**config.mk**
```make
export PLATFORM = sky130hd
export DESIGN_NAME = mdrv_rr_flat
export DESIGN_NICKNAME = d
export VERILOG_FILES = /design/src/rtl/mdrv_rr_if.sv /design/src/rtl/mdrv_rr.sv /design/src/flat_wrapper.sv
export SDC_FILE = /design/constraint.sdc
export NUM_CORES = 1
export LEC_CHECK = 0
export BUFFER_PORTS_ARGS = -buffer_cell sky130_fd_sc_hd__buf_2
export CAP_MARGIN = 5
export CELL_PAD_IN_SITES_DETAIL_PLACEMENT = 2
export CELL_PAD_IN_SITES_GLOBAL_PLACEMENT = 2
export CORE_MARGIN = 2
export CORE_UTILIZATION = 35
export DETAILED_ROUTE_END_ITERATION = 10
export PLACE_DENSITY = 0.78
export SETUP_SLACK_MARGIN = 0.4
export SYNTH_ARGS = -nofsm -noshare
export SYNTH_HDL_FRONTEND = slang
export SYNTH_SLANG_ARGS = --single-unit
```
**constraint.sdc**
```tcl
create_clock -name clk -period 3.15 [get_ports clk]
set_clock_uncertainty 0.15 [all_clocks]
set_input_delay 0.315 -clock clk [delete_from_list [all_inputs] [get_ports clk]]
set_output_delay 0.315 -clock clk [all_outputs]
set_load 0.1 [all_outputs]
```
**src/rtl/mdrv_rr_if.sv**
```systemverilog
// rtl/mdrv_rr_if.sv - memory write port bundle between mdrv_rr and a single-port memory
//
// Signals:
//   we   write strobe, driven by the sequencer
//   ai   write address, driven by the sequencer
//   ch   id of the channel that owns the current beat, driven by the sequencer
//   rdy  memory accepts the current beat when we && rdy, driven by the memory
// Modports: master (sequencer side), slave (memory side).
interface mdrv_rr_if #(
    parameter int NCH = 4,
    parameter int AW  = 8
);
    localparam int CW = $clog2(NCH);

    logic          we;
    logic [AW-1:0] ai;
    logic [CW-1:0] ch;
    logic          rdy;

    modport master (output we, output ai, output ch, input rdy);
    modport slave  (input we, input ai, input ch, output rdy);
endinterface

```
**src/rtl/mdrv_rr.sv**
```systemverilog
// rtl/mdrv_rr.sv - NCH burst address channels merged round-robin onto one registered write port
//
// Ports:
//   clk    clock, all state on rising edge
//   rst_n  asynchronous active-low reset
//   start  per-channel start pulse, honoured only while that channel is idle
//   mode   per-channel direction captured at start (0 increment, 1 decrement)
//   base   per-channel start address, channel i at [i*AW +: AW]
//   len    per-channel beat count, channel i at [i*AW +: AW]
//   bsy    channel i is running or draining its last beat
//   done   one-cycle pulse when channel i's burst completes
//   mem    write port (we/ai/ch out, rdy in)
module mdrv_rr #(
    parameter int NCH = 4,
    parameter int AW  = 8
) (
    input  logic              clk,
    input  logic              rst_n,
    input  logic [NCH-1:0]    start,
    input  logic [NCH-1:0]    mode,
    input  logic [NCH*AW-1:0] base,
    input  logic [NCH*AW-1:0] len,
    output logic [NCH-1:0]    bsy,
    output logic [NCH-1:0]    done,
    mdrv_rr_if.master         mem
);
    localparam int CW = $clog2(NCH);

    typedef enum logic [1:0] {S_IDLE, S_RUN, S_DRAIN} st_t;

    st_t           st_q   [NCH];
    st_t           st_n   [NCH];
    logic [AW-1:0] base_q [NCH];
    logic [AW-1:0] base_n [NCH];
    logic [AW-1:0] len_q  [NCH];
    logic [AW-1:0] len_n  [NCH];
    logic [AW-1:0] cnt_q  [NCH];
    logic [AW-1:0] cnt_n  [NCH];
    logic [AW-1:0] addr   [NCH];
    logic [NCH-1:0] mode_q, mode_n;
    logic [NCH-1:0] done_q, done_n;

    logic          we_q, we_n;
    logic [AW-1:0] ai_q, ai_n;
    logic [CW-1:0] ch_q, ch_n;
    logic [CW-1:0] ptr_q, ptr_n;
    logic [CW-1:0] gnt;
    logic          any_run;
    logic          free;
    logic          load;

    // Current address of every channel; wraps modulo 2^AW.
    always_comb begin
        for (int i = 0; i < NCH; i++) begin
            addr[i] = mode_q[i] ? (base_q[i] - cnt_q[i]) : (base_q[i] + cnt_q[i]);
        end
    end

    // Round-robin: first RUN channel found scanning upward from ptr+1 with wrap.
    always_comb begin
        any_run = 1'b0;
        gnt     = ptr_q;
        for (int k = 1; k <= NCH; k++) begin
            if (!any_run && st_q[(int'(ptr_q) + k) % NCH] == S_RUN) begin
                any_run = 1'b1;
                gnt     = CW'((int'(ptr_q) + k) % NCH);
            end
        end
    end

    // The output slot can take a new beat when empty or being drained this cycle.
    assign free = !we_q || mem.rdy;
    assign load = free && any_run;

    always_comb begin
        st_n   = st_q;
        base_n = base_q;
        len_n  = len_q;
        cnt_n  = cnt_q;
        mode_n = mode_q;
        done_n = '0;
        we_n   = we_q;
        ai_n   = ai_q;
        ch_n   = ch_q;
        ptr_n  = ptr_q;

        for (int i = 0; i < NCH; i++) begin
            case (st_q[i])
                S_IDLE: begin
                    if (start[i]) begin
                        base_n[i] = base[i*AW +: AW];
                        len_n[i]  = len[i*AW +: AW];
                        mode_n[i] = mode[i];
                        cnt_n[i]  = '0;
                        if (len[i*AW +: AW] == '0) begin
                            done_n[i] = 1'b1;
                        end else begin
                            st_n[i] = S_RUN;
                        end
                    end
                end
                S_RUN: begin
                    if (load && gnt == CW'(i)) begin
                        cnt_n[i] = cnt_q[i] + AW'(1);
                        if (cnt_q[i] == len_q[i] - AW'(1)) begin
                            st_n[i] = S_DRAIN;
                        end
                    end
                end
                S_DRAIN: begin
                    // Only this channel's last beat can be in the slot while it drains.
                    if (we_q && mem.rdy && ch_q == CW'(i)) begin
                        st_n[i]   = S_IDLE;
                        done_n[i] = 1'b1;
                    end
                end
                default: st_n[i] = S_IDLE;
            endcase
        end

        if (free) begin
            if (any_run) begin
                we_n  = 1'b1;
                ai_n  = addr[gnt];
                ch_n  = gnt;
                ptr_n = gnt;
            end else begin
                we_n = 1'b0;
            end
        end
    end

    always_ff @(posedge clk or negedge rst_n) begin
        if (!rst_n) begin
            for (int i = 0; i < NCH; i++) begin
                st_q[i]   <= S_IDLE;
                base_q[i] <= '0;
                len_q[i]  <= '0;
                cnt_q[i]  <= '0;
            end
            mode_q <= '0;
            done_q <= '0;
            we_q   <= 1'b0;
            ai_q   <= '0;
            ch_q   <= '0;
            ptr_q  <= CW'(NCH - 1);
        end else begin
            st_q   <= st_n;
            base_q <= base_n;
            len_q  <= len_n;
            cnt_q  <= cnt_n;
            mode_q <= mode_n;
            done_q <= done_n;
            we_q   <= we_n;
            ai_q   <= ai_n;
            ch_q   <= ch_n;
            ptr_q  <= ptr_n;
        end
    end

    always_comb begin
        for (int i = 0; i < NCH; i++) begin
            bsy[i] = (st_q[i] != S_IDLE);
        end
    end

    assign done   = done_q;
    assign mem.we = we_q;
    assign mem.ai = ai_q;
    assign mem.ch = ch_q;
endmodule

```
**src/flat_wrapper.sv**
```systemverilog
// flat-port wrapper written by rule: the top's interface ports become plain ports
module mdrv_rr_flat 
#(
    parameter int NCH = 4,
    parameter int AW  = 8
)
  (clk, rst_n, start, mode, base, len, bsy, done, mem_we, mem_ai, mem_ch, mem_rdy);
  mdrv_rr_if #(.NCH(NCH), .AW(AW)) mem_i ();
  input  logic clk;
  input  logic rst_n;
  input  logic [NCH-1:0] start;
  input  logic [NCH-1:0] mode;
  input  logic [NCH*AW-1:0] base;
  input  logic [NCH*AW-1:0] len;
  output logic [NCH-1:0] bsy;
  output logic [NCH-1:0] done;
  output wire logic [$bits(mem_i.we)-1:0] mem_we;
  output wire logic [$bits(mem_i.ai)-1:0] mem_ai;
  output wire logic [$bits(mem_i.ch)-1:0] mem_ch;
  input wire logic [$bits(mem_i.rdy)-1:0] mem_rdy;
  assign mem_we = mem_i.we;
  assign mem_ai = mem_i.ai;
  assign mem_ch = mem_i.ch;
  assign mem_i.rdy = mem_rdy;
  mdrv_rr #(.NCH(NCH), .AW(AW)) u_core (.clk(clk), .rst_n(rst_n), .start(start), .mode(mode), .base(base), .len(len), .bsy(bsy), .done(done), .mem(mem_i));
endmodule
```
Word-level counts from Yosys, hierarchy flattened
Index checks and enable logic that the tools add are counted.
W data, S select, Z words.
Cells by class
  bitwise operators: 9
  mux-type cells: 80
  magnitude comparators: 5
  equal/unequal tests: 42
  add/subtract/negate cells: 20
  reduce and logical (&&, ||, !) cells: 53
Operator list (number)
  $ge A32 B3 Y1 const B: 4
  $not A32 Y32: 4
  $mux W8: 14
  $mux W2: 32
  $pmux W8 S2: 4
  $add A8 B1 Y8 const B: 4
  $add A8 B8 Y8: 4
  $eq A8 B8 Y1: 4
  $logic_not A8 Y1: 4
  $sub A8 B1 Y8 const B: 4
  $sub A8 B8 Y8: 4
  $ne A2 B1 Y1 const B: 12
  $pmux W2 S3: 4
  $eq A2 B1 Y1 const B: 10
  $reduce_and A5 Y1: 4
  $mux W1: 17
  $bmux W2 S2: 4
  $bmux W8 S2: 1
  $eq A2 B2 Y1 const B: 8
  $ne A2 B2 Y1 const B: 8
  $reduce_bool A2 Y1: 8
  $logic_and A1 B1 Y1: 13
  $logic_not A2 Y1: 6
  $reduce_and A3 Y1: 4
  other kinds (10): 28
Storage, ports and cells
  word-level logic and storage cells: 234
  register bits after elaboration: 125
  output and inout bits: 19

Depth between registers and ports, before layout
  depth in word-level cells: 22
  gate-level depth with buffers: 13
  gate-level depth less buffers: 12

Worst setup path after synthesis
Ideal clock, no wire load.
  kind: register -> register
  start point: register u_core.cnt_q[8] (netlist bit)
  end point: register u_core.ai_q[6], in the netlist u_core.mem.ai[6]
  slack: 0.327 ns
  stages on the path, launching flop included: 13
  data required time: 2.896 ns
  data arrival time: 2.569 ns
  path buffers: 1
  cells stage by stage: dfrtp_1 -> clkbuf_1 -> inv_1 -> ha_1 -> mux2i_1 -> fa_1 -> a21o_1 -> a21oi_1 -> nor2_1 -> or4_1 -> a31oi_1 -> o21bai_1 -> o311ai_1
Between the ends
  cells in the longest elaborated chain, start to end: 5
RTL lines
  start: declaration: RTL line mdrv_rr.sv:37  | logic [AW-1:0] cnt_q [NCH];
  start signal: assignment: RTL line mdrv_rr.sv:151  | cnt_q <= cnt_n;
  $add A8 B8 Y8 or $sub A8 B8 Y8 (tied branches): RTL line mdrv_rr.sv:55  | addr[i] = mode_q[i] ? (base_q[i] - cnt_q[i]) : (base_q[i] + cnt_q[i]);
  $mux W8 (*): RTL line mdrv_rr.sv:55
  $bmux W8 S2 (*): RTL line mdrv_rr.sv:124  | ai_n = addr[gnt];
  $mux W8 (not written as such) (*) (2 in a row): RTL line mdrv_rr.sv:124
  end signal: assignment: RTL line mdrv_rr.sv:155  | ai_q <= ai_n;
  end: declaration: RTL line mdrv_rr.sv:44  | logic [AW-1:0] ai_q, ai_n;
Mark *: on every way between the ends. The rest lies on a longest branch, timed or not. The select of a mux whose other input is x is not followed.
A chain may end at the register's enable or synchronous reset.

Worst setup path after layout
  start point: register u_core.cnt_q[16] (netlist bit)
  end point: register u_core.ai_q[7], in the netlist u_core.mem.ai[7]
The elaborated chain is that of the path after synthesis.

==> flow_summary.toml <==
[worst_setup_path]
reg2reg_slack_ps = 330
start_kind = "flop"
critPathBufInv = 0
crit_arrival_ps = 3010
cp_slowest_stage_delay_ps = 450
path_max_fanout = 4
critPathMostFrequentCell = "xnor2_1"
critPathKind = "reg -> reg"
path_cells = "nor3_4 -> nor2_1 -> xnor2_1 -> ha_1 -> a21o_1 -> a21oi_1 -> o21ai_1 -> a31oi_1 -> xnor2_1 -> nand3_1 -> a41oi_1"
crit_required_ps = 3340
end_kind = "flop"
cpMaxStageDelayCell = "dfrtp_2"
crit_family = "compound AO/OA/AOI/OAI gates"

[cts]
htreeDepth = 4
cts_buffer_depth = 2
path_clk_slew_ps = 60
cts_made_buffers = 17
cts_tree = "yes"
cts_sinks = 125
cts_root_buf = "clkbuf_16"
clk-insertion-delay-late_ps = 430

[logic_synthesis]
syn_avg_cell_area_sq_um = 8.40
synth_area_sq_mm = 0.00824
ys_warn_count = 0
synth-seq-area-share = 0.380
synth_edf_count = 0
synthArstFlopShare = 1.00
netlist-cell-type-count = 65
synth_ff_type = "dfrtp_1"
synth_seq_cells = 125
syn_nets = 1101
synthCells = 982

[finish]
area_growth_pct = 30.6
drive_gt1_frac = 0.186
layout.nets = 1273
fillers = 2553
n_antenna_cell = 0

[power]
total_power_uw = 14600
power_per_cell_area_mw_per_mm2 = 1350
power.leakage_uw = 0.00496
irDropWorstVdd_v = 0.000495

[drt]
vias = 7811
wl_per_cell_microns = 20.1
ant_nets = 0
firstDrtPassIters = 5
drc = 0
wl_mm = 29.9
drtIter0Drc = 234
viasPerCell = 5.26

[timing]
setup_violations = 0
rsz0062_at_grt = "true"
worst-slew-pin-transition_ps = 965
final_hold_viol_count = 0
period_needed_ps = 2820
maxSlewViolCount = 0
tns_ps = 0
slew_headroom = 0.357
period_share = 0.895
fmax_ghz = 0.355

[place]
io_buffers = 93
hpwlAfterDp_mm = 18.6
gp_congestion = 0.816

[global_route]
grt_pass1_wl_mm = 46.0
antenna_found_initial = 0
grt_pass1_vias = 8551
grt_usage = 0.238
grt_max_degree = 60
grt-ovfl-total = 0

[status]
run_status = "finished clean"

[die]
die_h_microns = 157
dieArea_sq_mm = 0.0248
start_util = 0.354
pin_count = 94
die_x_microns = 157
core_sq_mm = 0.0233
num_rows = 56

[worst_hold_path]
hold_path_class = "in -> reg"

[run]
drv_cap = 0
per-stage QoR:
stage / setup slack [ps] / hold WS, ps / instances / area (sq um) / util
final: 331 / 51.4 / 1486 / 10800 / 0.463
after global routing: 163 / 62.4 / 1486 / 10800 / 0.463
after CTS: 289 / 47.1 / 1477 / 10600 / 0.454
after detailed placement: 157 / 114 / 1365 / 9060 / 0.389
after global placement: 274 / 96.7 / 1365 / 9060 / 0.389
after floorplan: 420 / -131 / 982 / 8250 / -
flip-flops by register name, indices dropped and copies added (netlist names):
register	count
u_core.len_q	32
u_core.mem.ai	8
u_core.mode_q	4
u_core.base_q	32
u_core.st_q	8
u_core.done	4
u_core.mem.we	1
u_core.mem.ch	2
u_core.cnt_q	32
u_core.ptr_q	2
logic make-up after synthesis:
logic type	after synthesis	synth area share
DFF	125	0.380
muxes	21	0.0276
xor gates and xnor gates	112	0.119
adders and majority gates	44	0.0704
buffers and inverters	96	0.0452
and+or+nand+nor	431	0.237
AOI/OAI and AO/OA	153	0.121
tightest hold or removal path: cells and delay by family:
family | cells | cell delay [ps]
and+or+nand+nor | 1 | 80
AOI/OAI and AO/OA | 1 | 70
buffers and inverters | 1 | 110
layout make-up:
cell class / count / area (sq um) / area share
flip-flops and latches: 125 / 3140 / 0.292
well taps: 319 / 399 / 0.0371
multi-input cells: 761 / 4940 / 0.459
inverters: 53 / 199 / 0.0185
clock buffers: 22 / 474 / 0.0441
clock inverters: 10 / 185 / 0.0172
repair buffers: 196 / 1430 / 0.133
path summary, 6_finish.rpt:
kind | from | endpoint | cells past startpoint
setup / recovery | u_core.cnt_q[16] | u_core.mem.ai[7] | 11
hold / removal | start[0] | u_core.done[0] | 3
setup reg to reg | u_core.cnt_q[16] | u_core.mem.ai[7] | 11
hold reg to reg | u_core.base_q[13] | u_core.base_q[13] | 2
max in group asynchronous | rst_n | u_core.cnt_q[17] | 3
min in group asynchronous | rst_n | u_core.len_q[29] | 2
cell usage in the layout, fill, tap and decap left out, types with 6 or more instances in the layout:
cell type	Yosys	final
xor2_1	23	23
buf_4	3	34
nand4_1	18	18
mux2i_1	16	12
nor3_1	20	14
xnor2_1	89	88
buf_2	1	92
nor2_1	55	55
and3_1	8	8
a21o_1	12	12
dlygate4sd3_1	0	68
nand2b_1	13	13
ha_1	40	38
a31oi_1	23	20
nand3b_1	7	7
o21ai_0	47	39
nand3_1	19	19
nor4_1	22	22
nand2_1	243	243
inv_1	53	52
a21oi_1	28	20
and2_1	6	6
dfrtp_2	0	8
dfrtp_1	123	115
clkbuf_16	0	17
nor3_4	2	6
a21oi_2	1	7
metal layers:
| metal | up-vias | routed length, microns | global-route usage | part of all wire |
|---|---|---|---|---|
| li1 | 3655 | - | - | - |
| met2 | 130 | 15800 | 0.436 | 0.53 |
| met5 | - | 0 | 0 | 0 |
| met1 | 3986 | 12900 | 0.291 | 0.43 |
| met3 | 40 | 683 | 0.0380 | 0.023 |
| met4 | 0 | 468 | 0.0606 | 0.016 |
power by group:
part	switching, uW	internal (uW)
combinational	5500	3750
sequential	840	2240
clock	785	1470
total	7120	7460
repair_timing:
action	in CTS	in global routing
hold buffers	68	0
setup endpoints to repair	9	18
hold endpoints to repair	89	0
buffers inserted	12	9
pin swaps	4	11
gates resized for setup	25	31
cell usage after synthesis, types with 2 or more instances:
cell type	number	area, sq um
a21o_1	12	90.1
o21a_1	4	30.0
a21oi_1	28	140
nor3_4	2	32.5
nand4_1	18	113
nand2b_1	13	81.3
nand3_1	19	95.1
a31oi_1	23	144
and2_1	6	37.5
and3_1	8	50.1
o31ai_1	2	15.0
xor2_1	23	201
dfstp_2	2	52.6
nor2b_1	6	37.5
ha_1	40	500
a22oi_1	3	22.5
a211oi_1	3	22.5
clkbuf_1	38	143
o21ai_0	47	235
o22ai_1	4	25.0
nand2_1	243	912
nor4_1	22	138
nor3_1	20	100
inv_1	53	199
nor3b_1	4	30.0
mux2_2	4	45.0
nand3b_1	7	52.6
o21bai_1	3	22.5
mux2i_1	16	160
fa_1	4	80.1
dfrtp_1	123	3080
xnor2_1	89	780
nor2_1	55	206
a22o_1	2	17.5
a32oi_1	2	17.5
a32o_1	3	30.0
buf_4	3	22.5
Power figures use the tool's default switching activity.
